## config.mk

```make
export PLATFORM = sky130hd
export DESIGN_NAME = vga_pixel_engine
export DESIGN_NICKNAME = d
export VERILOG_FILES = /design/src/rtl/vga_pixel_engine.sv
export SDC_FILE = /design/constraint.sdc
export NUM_CORES = 1
export LEC_CHECK = 0
export ABC_AREA = 1
export BUFFER_PORTS_ARGS = -buffer_cell sky130_fd_sc_hd__buf_2
export CAP_MARGIN = 20
export CORE_AREA = 2 2 159 161
export DETAILED_ROUTE_END_ITERATION = 8
export DIE_AREA = 0 0 161 163
export MAX_ROUTING_LAYER = met4
export PLACE_DENSITY = 0.6
export SLEW_MARGIN = 10
export SYNTH_ARGS = -nofsm -noshare
export SYNTH_HDL_FRONTEND = slang
export SYNTH_SLANG_ARGS = --single-unit
```

## constraint.sdc

```tcl
create_clock -name clk -period 4.3 [get_ports clk]
set_input_delay 0.215 -clock clk [delete_from_list [all_inputs] [get_ports clk]]
set_output_delay 0.215 -clock clk [all_outputs]
set_load 0.02 [all_outputs]
```

## src/rtl/vga_pixel_engine.sv

```systemverilog
// rtl/vga_pixel_engine.sv - VGA raster engine with prefetch unpacking and test patterns
//
// Ports:
//   clk, resetn                  pixel clock, synchronous active-low reset
//   en_i                         engine enable; low idles outputs and empties buffers
//   mode_i                       0 frame data, 1 colour bars, 2 solid, 3 checker
//   solid_i                      solid colour {R,G,B}
//   h*_i / v*_i                  horizontal / vertical timing points
//   data_i, data_valid_i         packed pixel word from the frame buffer
//   data_req_o                   prefetch slot free
//   red_o, green_o, blue_o       registered colour
//   hsync_o, vsync_o, blank_o    registered sync and active-video flag
//   frame_start_o                pulse aligned with the first pixel of a frame
//   underrun_o                   sticky starvation flag
module vga_pixel_engine #(
    parameter int COLOR_W   = 4,
    parameter int PIX_W     = 16,
    parameter int DATA_W    = 64,
    parameter int CNT_W     = 12,
    parameter int HSYNC_POL = 0,
    parameter int VSYNC_POL = 0,
    parameter int BAR_SHIFT = 6,
    parameter int CHK_SHIFT = 5
) (
    input  logic                   clk,
    input  logic                   resetn,
    input  logic                   en_i,
    input  logic [1:0]             mode_i,
    input  logic [3*COLOR_W-1:0]   solid_i,
    input  logic [CNT_W-1:0]       hsync_end_i,
    input  logic [CNT_W-1:0]       hpulse_end_i,
    input  logic [CNT_W-1:0]       hdata_begin_i,
    input  logic [CNT_W-1:0]       hdata_end_i,
    input  logic [CNT_W-1:0]       vsync_end_i,
    input  logic [CNT_W-1:0]       vpulse_end_i,
    input  logic [CNT_W-1:0]       vdata_begin_i,
    input  logic [CNT_W-1:0]       vdata_end_i,
    input  logic [DATA_W-1:0]      data_i,
    input  logic                   data_valid_i,
    output logic                   data_req_o,
    output logic [COLOR_W-1:0]     red_o,
    output logic [COLOR_W-1:0]     green_o,
    output logic [COLOR_W-1:0]     blue_o,
    output logic                   hsync_o,
    output logic                   vsync_o,
    output logic                   blank_o,
    output logic                   frame_start_o,
    output logic                   underrun_o
);

    localparam int   PPW    = DATA_W / PIX_W;
    localparam int   PIDX_W = (PPW > 1) ? $clog2(PPW) : 1;
    localparam int   RGB_W  = 3 * COLOR_W;
    localparam logic HS_ACT = (HSYNC_POL != 0);
    localparam logic VS_ACT = (VSYNC_POL != 0);

    logic [CNT_W-1:0]  hcnt, vcnt;
    logic [1:0]        mode_q;
    logic              mode_ok;   // a frame origin has latched mode_q since enable
    logic [DATA_W-1:0] cur_q, nxt_q;
    logic              cur_v, nxt_v;
    logic [PIDX_W-1:0] pidx;

    logic              frame_origin, active, last_px;
    logic [1:0]        mode_now;
    logic [CNT_W-1:0]  x, y, xy;
    logic [2:0]        bar_idx;
    logic [RGB_W-1:0]  px_rgb;
    logic              take_cur, take_nxt;

    assign frame_origin = (hcnt == '0) && (vcnt == '0);
    // The origin pixel already uses the newly sampled mode.
    assign mode_now     = frame_origin ? mode_i : mode_q;
    assign active       = (hcnt >= hdata_begin_i) && (hcnt < hdata_end_i) &&
                          (vcnt >= vdata_begin_i) && (vcnt < vdata_end_i);
    assign last_px      = (hcnt == hdata_end_i - CNT_W'(1)) &&
                          (vcnt == vdata_end_i - CNT_W'(1));
    assign x            = hcnt - hdata_begin_i;
    assign y            = vcnt - vdata_begin_i;
    assign xy           = x ^ y;
    assign bar_idx      = 3'(x >> BAR_SHIFT);
    assign data_req_o   = en_i && mode_ok && (mode_q == 2'd0) && !nxt_v;

    always_comb begin
        px_rgb   = '0;
        take_cur = 1'b0;
        take_nxt = 1'b0;
        case (mode_now)
            2'd0: begin
                if (cur_v) begin
                    px_rgb   = cur_q[int'(pidx)*PIX_W +: RGB_W];
                    take_cur = 1'b1;
                end else if (nxt_v) begin
                    px_rgb   = nxt_q[RGB_W-1:0];
                    take_nxt = 1'b1;
                end
            end
            2'd1:    px_rgb = {{COLOR_W{bar_idx[2]}}, {COLOR_W{bar_idx[1]}}, {COLOR_W{bar_idx[0]}}};
            2'd2:    px_rgb = solid_i;
            default: px_rgb = {RGB_W{xy[CHK_SHIFT]}};
        endcase
    end

    always_ff @(posedge clk) begin
        if (!resetn || !en_i) begin
            hcnt          <= '0;
            vcnt          <= '0;
            mode_q        <= 2'd0;
            mode_ok       <= 1'b0;
            cur_q         <= '0;
            nxt_q         <= '0;
            cur_v         <= 1'b0;
            nxt_v         <= 1'b0;
            pidx          <= '0;
            red_o         <= '0;
            green_o       <= '0;
            blue_o        <= '0;
            hsync_o       <= ~HS_ACT;
            vsync_o       <= ~VS_ACT;
            blank_o       <= 1'b0;
            frame_start_o <= 1'b0;
            underrun_o    <= 1'b0;
        end else begin
            if (hcnt == hsync_end_i) begin
                hcnt <= '0;
                vcnt <= (vcnt == vsync_end_i) ? '0 : vcnt + CNT_W'(1);
            end else begin
                hcnt <= hcnt + CNT_W'(1);
            end

            if (frame_origin) begin
                mode_q  <= mode_i;
                mode_ok <= 1'b1;
            end

            frame_start_o <= frame_origin;
            hsync_o       <= (hcnt < hpulse_end_i) ? HS_ACT : ~HS_ACT;
            vsync_o       <= (vcnt < vpulse_end_i) ? VS_ACT : ~VS_ACT;
            blank_o       <= active;
            {red_o, green_o, blue_o} <= active ? px_rgb : '0;

            if (active && mode_now == 2'd0) begin
                if (take_cur) begin
                    if (pidx == PIDX_W'(PPW - 1)) begin
                        cur_v <= 1'b0;
                        pidx  <= '0;
                    end else begin
                        pidx <= pidx + PIDX_W'(1);
                    end
                end else if (take_nxt) begin
                    // Pixel 0 goes out now; a one-pixel word is used up at once.
                    cur_q <= nxt_q;
                    cur_v <= (PPW > 1);
                    pidx  <= (PPW > 1) ? PIDX_W'(1) : '0;
                    nxt_v <= 1'b0;
                end else begin
                    underrun_o <= 1'b1;
                end
            end

            // Frame end drops the partly shown word so the next frame starts word-aligned.
            if (active && last_px) begin
                cur_v <= 1'b0;
                pidx  <= '0;
            end

            // Placed last so a reload wins over the clear from a promotion.
            if (data_valid_i && data_req_o) begin
                nxt_q <= data_i;
                nxt_v <= 1'b1;
            end
        end
    end

endmodule

```

---- After elaboration in Yosys (flattened, before gate mapping) ----
Index checks and enable logic that the tools add are counted.
Widths: inputs -> output; s select.
operators by class
  add/subtract/negate cells ............... 7
  magnitude comparators ................... 6
  eq/ne operators ......................... 9
  shift-type cells ........................ 1
  mux-type cells .......................... 22
  bitwise operators ....................... 4
  reductions and logical operators ........ 30
operator list
  kind                   count
  $shiftx 64x7->12       1
  $eq 12x12->1           4
  $lt 12x12->1           4
  $mux 12                3
  $pmux 12 s3            1
  $add 12x1->12 const B  2
  $ge 12x12->1           2
  $logic_not 12->1       2
  $sub 12x1->12 const B  2
  $mux 1                 14
  $reduce_and 3->1       4
  $logic_and 1x1->1      11
  $sub 9x9->9            1
  $mux 2                 4
  $reduce_bool 2->1      3
  $reduce_or 2->1        3
  $sub 6x6->6            1
  $xor 6x6->6            1
  $eq 2x2->1 const B     2
  $logic_not 2->1        2
  $ne 2x1->1 const B     2
  $logic_not 1->1        3
  $not 1->1              3
  $add 2x1->2 const B    1
  other kinds (3)        3
storage, ports and cells
  bits in registers ....................... 176
  input port bits ......................... 178
  output and inout port bits .............. 18
  word-level logic and storage cells ...... 96

---- Logic depth before layout (Yosys ltp) ----
Gate-level depths: netlist of the first run.
  depth after elaboration ................. 9
  mapped depth ............................ 16

---- Worst setup path before layout of the first run ----
No wires, ideal clock.
  kind .................................... register -> register
  start point ............................. register hcnt[9]
  end point ............................... register cur_q[50]
  data arrival time ....................... 1915 ps
  setup slack ............................. 2269 ps
  cell stages (with the launch flop) ...... 14
  buffers on the path ..................... 2
  cells stage by stage .................... dfxtp_1 ha_1 a21oi_1 nor2_1 nor2_1 nand2_1 nor2_1 nand4_4 nor2_4 inv_2 buf_6 buf_6 nor2_2 nor2_1
between the ends
  word-level cells in the longest chain between the ends .. 7
RTL lines
  element                                                               RTL line  text
  start, declared                                                       57        logic [CNT_W-1:0] hcnt, vcnt;
  start signal, assigned                                                128       hcnt <= hcnt + CNT_W'(1);
  parallel branches: the longest is 6 deep, another holds $ge 12x12->1  -
  $reduce_and 3->1 (no line) *                                          -
  end signal, assigned                                                  152       cur_q <= nxt_q;
  end, declared                                                         60        logic [DATA_W-1:0] cur_q, nxt_q;
Every way passes the cells marked *.
A chain may end at the register's enable or synchronous reset.

---- Worst setup path after layout of the first run ----
  start point ............................. register vcnt[9]
  end point ............................... register cur_q[7]
between the ends
  word-level cells in the longest chain between the ends .. 7
RTL lines
  element                                                               RTL line  text
  start, declared                                                       57
  start signal, assigned                                                126       vcnt <= (vcnt == vsync_end_i) ? '0 : vcnt + CNT_W'(1);
  parallel branches: the longest is 6 deep, another holds $ge 12x12->1  -
  $reduce_and 3->1 (no line) *                                          -
Marks and branches as above.

==> results of run 1 <==
## cell type report
cell class	count	share of cell area (%)
clock inverter	11	1.404
inverter	165	5.614
tap	330	3.735
clock buffer	20	4.131
sequential	144	26.08
multi-input combinational	1069	50.44
timing repair buffer	186	8.579
antenna	1	0.02264
## flip-flops by register name, indices dropped and copies added, names as in the netlist, 2 cells and up
name     count
nxt_q       48
vcnt        12
cur_q       48
red_o        4
pidx         2
hcnt        12
green_o      4
mode_q       2
blue_o       4
## cells by family (layout without fill, tap and decap cells)
group / Yosys count / in the layout / share of synthesized area [%]
adder cells (fa/ha/maj): 77 / 77 / 10.27
flip-flops: 144 / 144 / 30.72
other: 0 / 1 / 0
buffers and inverters: 224 / 382 / 9.867
AO/OA/AOI/OAI: 202 / 202 / 11.36
XOR/XNOR: 38 / 38 / 3.840
AND/OR/NAND/NOR: 752 / 752 / 33.95
## layer usage
metal	routed length, um	vias to the layer above
met5	0	-
met4	688	0
met2	12320	231
met3	1243	38
met1	12270	4185
li1	-	4887
## critical path: stages, from the launching register on
cell and delay [ns]:
sky130_fd_sc_hd__dfxtp_1 0.63, sky130_fd_sc_hd__ha_1 0.34, sky130_fd_sc_hd__a21oi_1 0.15, sky130_fd_sc_hd__nor2_1 0.05, sky130_fd_sc_hd__nor2_1 0.10, sky130_fd_sc_hd__nand2_1 0.08, sky130_fd_sc_hd__nor2_1 0.31, sky130_fd_sc_hd__nand4_4 0.21
sky130_fd_sc_hd__nor2_4 0.13, sky130_fd_sc_hd__inv_2 0.33, sky130_fd_sc_hd__o21ai_0 0.32, sky130_fd_sc_hd__nor2_1 0.06
## final timing paths
check	slack [ns]	from	end	cells past startpoint
worst max register to register	1.44	vcnt[9]$_SDFFE_PP0P_	cur_q[7]$_SDFFE_PP0P_	11
worst max-delay path	1.44	vcnt[9]$_SDFFE_PP0P_	cur_q[7]$_SDFFE_PP0P_	11
worst min register to register	0.46	mode_ok$_SDFFE_PP0P_	mode_ok$_SDFFE_PP0P_	2
worst min-delay path	0.04	data_i[34]	nxt_q[34]$_SDFFE_PP0P_	3
## synthesized netlist by cell type (all sizes together)
library cell / instances / area share, %
o21a: 2 / 0.16
a211oi: 4 / 0.32
dfxtp: 144 / 31
o21ai: 119 / 6.3
and2: 1 / 0.067
clkbuf: 33 / 1.3
nor3b: 3 / 0.24
nand3b: 7 / 0.69
o31ai: 1 / 0.080
nand3: 95 / 5.2
o22ai: 2 / 0.13
a21boi: 1 / 0.080
inv: 164 / 6.6
buf: 26 / 1.9
a31oi: 3 / 0.20
a32o: 2 / 0.21
nor3: 24 / 1.3
o211ai: 3 / 0.24
nor2: 310 / 13
or2: 10 / 0.67
ha: 77 / 10
a21oi: 62 / 3.3
a21o: 3 / 0.24
nand4: 16 / 1.3
xnor3: 2 / 0.48
nand2: 283 / 11
xor2: 19 / 1.8
xnor2: 17 / 1.6
clkinv: 1 / 0.053
nor4: 3 / 0.20
## per-stage QoR
stage	setup WS [ns]	util (%)
finish	1.439	44.80
global route	1.134	44.79
CTS	1.408	44.79
detailed placement	1.421	42.31
global placement	1.467	42.31
floorplan	2.269	-
## power groups by stage
| stage | Clock, uW | Sequential [uW] | Combinational [uW] |
|---|---|---|---|
| after floorplan | 0 | 1380 | 214 |
| after global placement | 0 | 1380 | 345 |
| after detailed placement | 0 | 1380 | 350 |
| after CTS | 1560 | 1350 | 351 |
| after global routing | 1630 | 1350 | 399 |
| final | 1530 | 1350 | 348 |
==> flow_summary.html, run 1 <==
<table>
<tr><th>Metric</th><th>Value</th></tr>
<tr><th colspan="2">Status</th></tr>
<tr><td>Run status</td><td>completed</td></tr>
<tr><th colspan="2">STA</th></tr>
<tr><td>Final Setup Violations</td><td>0</td></tr>
<tr><td>Relative slew slack</td><td>36.34%</td></tr>
<tr><td>Count of final hold-check violations</td><td>0</td></tr>
<tr><td>Slew at the pin with the worst max-slew slack</td><td>0.9549 ns</td></tr>
<tr><td>Worst Hold Margin</td><td>0.04211 ns</td></tr>
<tr><td>Worst clock skew</td><td>0.01284 ns</td></tr>
<tr><td>Final cycle utilization of the critical path</td><td>66.54%</td></tr>
<tr><td>Highest clock frequency the design can meet</td><td>0.3495 GHz</td></tr>
<tr><td>Crit path time final</td><td>2.861 ns</td></tr>
<tr><td>TNS Setup</td><td>0 ns</td></tr>
<tr><td>Pins over their slew limit</td><td>0</td></tr>
<tr><td>Setup repair after global routing missed its margin</td><td>false</td></tr>
<tr><th colspan="2">Placed design</th></tr>
<tr><td>Weighted congestion reported at the end of routability-driven placement</td><td>0.8852</td></tr>
<tr><td>Number of instances in the placed design</td><td>1,894</td></tr>
<tr><td>Input/output buffers</td><td>179</td></tr>
<tr><td>Total half-perimeter wirelength after legalization and detailed placement</td><td>20,230 um</td></tr>
<tr><td>Placed cell areas</td><td>10,440 sq um</td></tr>
<tr><th colspan="2">Power and ir drop</th></tr>
<tr><td>Total Power Consumption</td><td>3233 uW</td></tr>
<tr><td>Static Leak</td><td>0.005361 uW</td></tr>
<tr><td>Logic gate share of total power</td><td>10.8%</td></tr>
<tr><td>Power density of the placed cells</td><td>292.4 nW/um^2</td></tr>
<tr><td>Sequential fraction of design power</td><td>41.8%</td></tr>
<tr><td>Peak supply drop</td><td>0.2520 mV</td></tr>
<tr><td>NetSw</td><td>802.6 uW</td></tr>
<tr><td>Fraction of power consumed by the clock network</td><td>47.5%</td></tr>
<tr><td>Int Pwr</td><td>2430 uW</td></tr>
<tr><td>Switching part of the total</td><td>24.83%</td></tr>
<tr><th colspan="2">Detailed routing</th></tr>
<tr><td>Post-detailed-route count of antenna-violating nets</td><td>0</td></tr>
<tr><td>Detail-routed net length per standard cell</td><td>13.77 um</td></tr>
<tr><td>Number of search-and-repair iterations in the first detailed-routing pass</td><td>5</td></tr>
<tr><td>Routed vias</td><td>9,341</td></tr>
<tr><td>DRC Markers</td><td>0</td></tr>
<tr><td>Via density per instance</td><td>4.850</td></tr>
<tr><td>Iteration-0 DRC count of the detailed router</td><td>477</td></tr>
<tr><td>Sum of routed wire length over all layers</td><td>26,520 um</td></tr>
<tr><th colspan="2">Global route</th></tr>
<tr><td>Maximum number of pins on one net before global-route repair</td><td>63</td></tr>
<tr><td>Wire length of the first global-routing pass</td><td>42,880 um</td></tr>
<tr><td>Antenna violations before repair</td><td>0</td></tr>
<tr><td>Via count of the first global-routing pass</td><td>8,635</td></tr>
<tr><td>Busiest grt layer</td><td>met2</td></tr>
<tr><td>GR met2 Demand/Resource</td><td>34.33%</td></tr>
<tr><td>Met3 GRT Util</td><td>3.540%</td></tr>
<tr><td>Total gr overflow</td><td>0</td></tr>
<tr><td>Combined global-route utilization of all metal layers</td><td>21.01%</td></tr>
<tr><td>GR Util met1</td><td>26.55%</td></tr>
<tr><th colspan="2">Logic synthesis</th></tr>
<tr><td>Mapped Area</td><td>9384 sq um</td></tr>
<tr><td>Net count of the mapped netlist</td><td>1,692</td></tr>
<tr><td>Register area share after synthesis</td><td>30.72%</td></tr>
<tr><td>Count of yosys warnings during synthesis</td><td>0</td></tr>
<tr><td>Synthesized netlist cell count</td><td>1,437</td></tr>
<tr><td>Synthesis-stage register bit count</td><td>144</td></tr>
<tr><td>Count of distinct cell types in the synthesized netlist</td><td>43</td></tr>
<tr><td>Mean instance size in the synthesized netlist</td><td>6.530 sq um</td></tr>
<tr><th colspan="2">Cells and area</th></tr>
<tr><td>Most frequent cells in the layout</td><td>295 x sky130_fd_sc_hd__nor2_1, 281 x sky130_fd_sc_hd__nand2_1, 179 x sky130_fd_sc_hd__buf_2, 157 x sky130_fd_sc_hd__inv_1, 144 x sky130_fd_sc_hd__dfxtp_1</td></tr>
<tr><td>Fillcell total</td><td>2,625</td></tr>
<tr><td>Post-synthesis to final-layout area growth</td><td>17.80%</td></tr>
<tr><td>Number of nets in the layout</td><td>1,838</td></tr>
<tr><td>Final Cell Area</td><td>11,050 sq um</td></tr>
<tr><td>Area occupied by multi-input gates</td><td>5575 sq um</td></tr>
<tr><td>Ratio of cells with drive above 1 in the final layout</td><td>16.18%</td></tr>
<tr><td>Sequential cell area</td><td>2883 sq um</td></tr>
<tr><td>Commonest non-fill, non-tap cell in the layout</td><td>sky130_fd_sc_hd__nor2_1</td></tr>
<tr><td>Post-route insts no fill</td><td>1,926</td></tr>
<tr><th colspan="2">Worst setup path</th></tr>
<tr><td>Critical Path Fanout Max</td><td>49</td></tr>
<tr><td>Crit path DAT</td><td>3.17 ns</td></tr>
<tr><td>Crit path kind</td><td>reg -&gt; reg</td></tr>
<tr><td>Kind of launch point of the worst setup path</td><td>flop</td></tr>
<tr><td>Capturing element type of the critical path</td><td>flop</td></tr>
<tr><td>Crit path required time</td><td>4.61 ns</td></tr>
<tr><th colspan="2">Clock tree</th></tr>
<tr><td>Clock tree from TritonCTS</td><td>yes</td></tr>
<tr><td>Number of levels in the clock H-tree</td><td>4</td></tr>
<tr><td>Clock root buffer</td><td>sky130_fd_sc_hd__clkbuf_16</td></tr>
<tr><td>Quantity of hold-fixing buffers added after cts</td><td>0</td></tr>
<tr><td>Number of clock sinks</td><td>144</td></tr>
<tr><td>Max clock buf depth</td><td>2</td></tr>
<tr><td>Post-CTS Repair Setup Buffers</td><td>0</td></tr>
<tr><td>Clk pin slew, worst setup/hold paths</td><td>0.06 ns</td></tr>
<tr><td>Clock latency of the later-clocked register in the worst-skew pair</td><td>0.42 ns</td></tr>
<tr><td># resized after CTS</td><td>0</td></tr>
<tr><td>Inserted Clock Buffers</td><td>17</td></tr>
<tr><th colspan="2">Min path</th></tr>
<tr><td>Min-Delay Path Class</td><td>in -&gt; reg</td></tr>
<tr><th colspan="2">Floorplanning</th></tr>
<tr><td>Io pins</td><td>196</td></tr>
<tr><td>Die H</td><td>163 um</td></tr>
<tr><td>Initial standard-cell utilization of the core</td><td>38.03%</td></tr>
<tr><td>Die area</td><td>26,240 sq um</td></tr>
<tr><td>Number of rows created at floorplan</td><td>58</td></tr>
<tr><td>X dimension of the die</td><td>161 um</td></tr>
<tr><td>Standard cell core area</td><td>24,670 sq um</td></tr>
<tr><th colspan="2">Job</th></tr>
<tr><td>Max-cap violations</td><td>0</td></tr>
</table>
Note: power is estimated with default switching activity, not from simulation.
==> run 2, diff against run 1 <==
- PLACE_DENSITY: 0.6 -> 0.63
- clock period: 4.3 -> 2.6 ns (I/O delays scaled with it)
==> flow_summary.html, run 2 (synthesized netlist as in run 1, its figures left out) <==
<table>
<tr><th>Metric</th><th>Value</th></tr>
<tr><th colspan="2">Power and ir drop</th></tr>
<tr><td>Fraction of power consumed by the clock network</td><td>47.7% (+0.2 points)</td></tr>
<tr><td>Switching part of the total</td><td>24.49% (-0.33 points)</td></tr>
<tr><td>Sequential fraction of design power</td><td>40.7% (-1.1 points)</td></tr>
<tr><td>Int Pwr</td><td>4141 uW (+70%)</td></tr>
<tr><td>Logic gate share of total power</td><td>11.6% (+0.8 points)</td></tr>
<tr><td>Power density of the placed cells</td><td>468.1 nW/um^2 (+60%)</td></tr>
<tr><td>NetSw</td><td>1343 uW (+67%)</td></tr>
<tr><td>Total Power Consumption</td><td>5484 uW (+70%)</td></tr>
<tr><td>Static Leak</td><td>0.005704 uW (+6.4%)</td></tr>
<tr><td>Peak supply drop</td><td>0.4425 mV (+76%)</td></tr>
<tr><th colspan="2">Detailed routing</th></tr>
<tr><td>DRC Markers</td><td>0 (unchanged)</td></tr>
<tr><td>Detail-routed net length per standard cell</td><td>13.71 um (-0.45%)</td></tr>
<tr><td>Number of search-and-repair iterations in the first detailed-routing pass</td><td>5 (unchanged)</td></tr>
<tr><td>Via density per instance</td><td>4.841 (-0.19%)</td></tr>
<tr><td>Routed vias</td><td>9,652 (+3.3%)</td></tr>
<tr><td>Sum of routed wire length over all layers</td><td>27,330 um (+3.1%)</td></tr>
<tr><td>Post-detailed-route count of antenna-violating nets</td><td>0 (unchanged)</td></tr>
<tr><td>Iteration-0 DRC count of the detailed router</td><td>605 (+27%)</td></tr>
<tr><th colspan="2">Worst setup path</th></tr>
<tr><td>Kind of launch point of the worst setup path</td><td>flop</td></tr>
<tr><td>Worst stage delay on the critical path</td><td>0.55 ns (-0.08 ns)</td></tr>
<tr><td>Top Family by Delay on Critical Path</td><td>simple AND/OR/NAND/NOR gates</td></tr>
<tr><td>CP max stage cell</td><td>sky130_fd_sc_hd__dfxtp_1</td></tr>
<tr><td>Critical Path Fanout Max</td><td>31 (-37%)</td></tr>
<tr><td>Crit path DAT</td><td>2.67 ns (-0.50 ns)</td></tr>
<tr><td>Source of the worst register-to-register timing path</td><td>vcnt[6]$_SDFFE_PP0P_</td></tr>
<tr><td>Capturing element type of the critical path</td><td>flop</td></tr>
<tr><td>CP bufs+invs</td><td>3 (+2)</td></tr>
<tr><td>Crit path required time</td><td>2.96 ns (-1.65 ns)</td></tr>
<tr><td>First element of the critical path</td><td>vcnt[6]$_SDFFE_PP0P_</td></tr>
<tr><td>Crit path kind</td><td>reg -&gt; reg</td></tr>
<tr><td>Ordered list of cells on the worst path</td><td>ha_1, nand2_1, inv_1, nand2_1, nand2_1, nand2_1, nand2_1, nor2_1, buf_4, nand4_4, nor2_4, buf_4, o21ai_0, nor2_1</td></tr>
<tr><td>Most numerous cell on the critical path</td><td>sky130_fd_sc_hd__nand2_1</td></tr>
<tr><th colspan="2">Clock tree</th></tr>
<tr><td>Clk pin slew, worst setup/hold paths</td><td>0.07 ns (about the same)</td></tr>
<tr><td>Number of clock sinks</td><td>144 (unchanged)</td></tr>
<tr><td>Inserted Clock Buffers</td><td>17 (unchanged)</td></tr>
<tr><td>Max clock buf depth</td><td>2 (unchanged)</td></tr>
<tr><td>Clock root buffer</td><td>sky130_fd_sc_hd__clkbuf_16</td></tr>
<tr><td>Clock tree from TritonCTS</td><td>yes</td></tr>
<tr><td>Post-CTS Repair Setup Buffers</td><td>0 (unchanged)</td></tr>
<tr><td>Clock latency of the later-clocked register in the worst-skew pair</td><td>0.43 ns (about the same)</td></tr>
<tr><td>Number of levels in the clock H-tree</td><td>4 (unchanged)</td></tr>
<tr><th colspan="2">Global route</th></tr>
<tr><td>GR met2 Demand/Resource</td><td>36.70% (+2.4 points)</td></tr>
<tr><td>Combined global-route utilization of all metal layers</td><td>21.77% (+0.76 points)</td></tr>
<tr><td>Wire length of the first global-routing pass</td><td>44,610 um (+4.0%)</td></tr>
<tr><td>Via count of the first global-routing pass</td><td>9,297 (+7.7%)</td></tr>
<tr><td>Busiest grt layer</td><td>met2</td></tr>
<tr><td>Met3 GRT Util</td><td>3.743% (+0.20 points)</td></tr>
<tr><td>Total gr overflow</td><td>0 (unchanged)</td></tr>
<tr><td>GR Util met1</td><td>25.95% (-0.60 points)</td></tr>
<tr><td>Antenna violations before repair</td><td>0 (unchanged)</td></tr>
<tr><td>Maximum number of pins on one net before global-route repair</td><td>99 (+57%)</td></tr>
<tr><th colspan="2">Cells and area</th></tr>
<tr><td>Most frequent cells in the layout</td><td>294 x sky130_fd_sc_hd__nor2_1, 281 x sky130_fd_sc_hd__nand2_1, 179 x sky130_fd_sc_hd__buf_2, 156 x sky130_fd_sc_hd__inv_1, 144 x sky130_fd_sc_hd__dfxtp_1</td></tr>
<tr><td>Final Cell Area</td><td>11,720 sq um (+6.0%)</td></tr>
<tr><td>Leading registers by flop count</td><td>cur_q: 48 flops, nxt_q: 48 flops</td></tr>
<tr><td>Ratio of cells with drive above 1 in the final layout</td><td>17.43% (+1.3 points)</td></tr>
<tr><td>Commonest non-fill, non-tap cell in the layout</td><td>sky130_fd_sc_hd__nor2_1</td></tr>
<tr><td>Fillcell total</td><td>2,633 (+0.30%)</td></tr>
<tr><td>Antenna diode count</td><td>0 (-1)</td></tr>
<tr><td>Post-synthesis to final-layout area growth</td><td>24.85%</td></tr>
<tr><td>Number of nets in the layout</td><td>1,906 (+3.7%)</td></tr>
<tr><th colspan="2">Job</th></tr>
<tr><td>Max-cap violations</td><td>0 (unchanged)</td></tr>
<tr><th colspan="2">STA</th></tr>
<tr><td>TNS Setup</td><td>0 ns (unchanged)</td></tr>
<tr><td>Relative slew slack</td><td>65.31% (+29 points)</td></tr>
<tr><td>Pins over their slew limit</td><td>0 (unchanged)</td></tr>
<tr><td>Final cycle utilization of the critical path</td><td>89.12% (+23 points)</td></tr>
<tr><td>Worst-case setup margin in the final layout</td><td>0.2828 ns (-1.156 ns)</td></tr>
<tr><td>Crit path time final</td><td>2.317 ns (-0.5440 ns)</td></tr>
<tr><td>Slew at the pin with the worst max-slew slack</td><td>0.5164 ns (-0.4385 ns)</td></tr>
<tr><td>Worst clock skew</td><td>0.01140 ns (-0.001438 ns)</td></tr>
<tr><td>Highest clock frequency the design can meet</td><td>0.4316 GHz (+23%)</td></tr>
<tr><td>Count of final hold-check violations</td><td>0 (unchanged)</td></tr>
<tr><td>Final Setup Violations</td><td>0 (unchanged)</td></tr>
<tr><td>Setup repair after global routing missed its margin</td><td>false</td></tr>
<tr><th colspan="2">Floorplanning</th></tr>
<tr><td>Die H</td><td>163 um (unchanged)</td></tr>
<tr><td>Initial standard-cell utilization of the core</td><td>38.03% (unchanged)</td></tr>
<tr><td>Standard cell core area</td><td>24,670 sq um (unchanged)</td></tr>
<tr><td>Number of rows created at floorplan</td><td>58 (unchanged)</td></tr>
<tr><td>Io pins</td><td>196 (unchanged)</td></tr>
<tr><td>X dimension of the die</td><td>161 um (unchanged)</td></tr>
<tr><td>Die area</td><td>26,240 sq um (unchanged)</td></tr>
<tr><th colspan="2">Placed design</th></tr>
<tr><td>Placed cell areas</td><td>10,710 sq um (+2.6%)</td></tr>
<tr><td>Setup slack after placement</td><td>0.1791 ns (-1.242 ns)</td></tr>
<tr><td>Input/output buffers</td><td>179 (unchanged)</td></tr>
<tr><td>Total half-perimeter wirelength after legalization and detailed placement</td><td>21,050 um (+4.0%)</td></tr>
<tr><td>Weighted congestion reported at the end of routability-driven placement</td><td>0.9598 (+8.4%)</td></tr>
<tr><th colspan="2">Min path</th></tr>
<tr><td>Min-Delay Path Class</td><td>in -&gt; reg</td></tr>
<tr><td>Start point of the worst min-delay path</td><td>data_i[1]</td></tr>
<tr><th colspan="2">Status</th></tr>
<tr><td>Run status</td><td>completed</td></tr>
</table>
==> run 2: changes by cell type in the layout (fill, tap and decap cells not counted), moves of 2 or more <==
cell	before	now
sky130_fd_sc_hd__buf_12	0	3
sky130_fd_sc_hd__dlygate4sd3_1	0	37
sky130_fd_sc_hd__clkinvlp_4	4	2
sky130_fd_sc_hd__clkbuf_1	1	3
sky130_fd_sc_hd__buf_4	7	35
==> run 2: final cells by class <==
type                       count  area [sq um]  area share (%)
sequential                   144          2883           24.60
clock inverter                11         175.2           1.495
timing repair buffer         254          1589           13.56
clock buffer                  21         450.4           3.845
inverter                     165         620.6           5.297
tap                          330         412.9           3.524
multi-input combinational   1069          5585           47.67
==> run 2: worst paths after layout <==
check / slack (ns) / depth (start not counted) / to
max reg2reg: 0.28 / 14 / cur_q[34]$_SDFFE_PP0P_
max: 0.28 / 14 / cur_q[34]$_SDFFE_PP0P_
min reg2reg: 0.46 / 2 / nxt_q[4]$_SDFFE_PP0P_
min: 0.006 / 3 / nxt_q[1]$_SDFFE_PP0P_
==> run 2: routing by layer <==
metal	vias up	wire length, um
met5	-	0
li1	5017	-
met1	4328	12220
met2	249	12980
met3	58	1181
met4	0	953
==> run 2: tightest hold or removal path: stages <==
cell and delay, ns:
sky130_fd_sc_hd__buf_2 0.07, sky130_fd_sc_hd__o21ai_0 0.08, sky130_fd_sc_hd__a21oi_1 0.11
==> run 2: power by group through the flow <==
stage	Combinational [uW]	Sequential, uW	Clock (uW)
after CTS	633	2230	2670
after global routing	724	2230	2760
after global placement	578	2280	0
final	634	2230	2620
after detailed placement	588	2280	0
after floorplan	354	2280	0
==> run 2: timing repair <==
action	in CTS	in global routing
hold buffers	37	0
hold endpoints to repair	37	0
resized for setup	0	3
endpoints found under the setup margin	0	30
==> run 2: metrics by stage <==
stage | instances | utilization (%) | hold slack, ns
floorplan | 1437 | - | 0.2950
global placement | 1925 | 43.41 | 0.3779
detailed placement | 1925 | 43.41 | 0.3854
CTS | 1994 | 47.44 | 0.001856
global route | 1994 | 47.48 | 0.02198
finish | 1994 | 47.48 | 0.006493
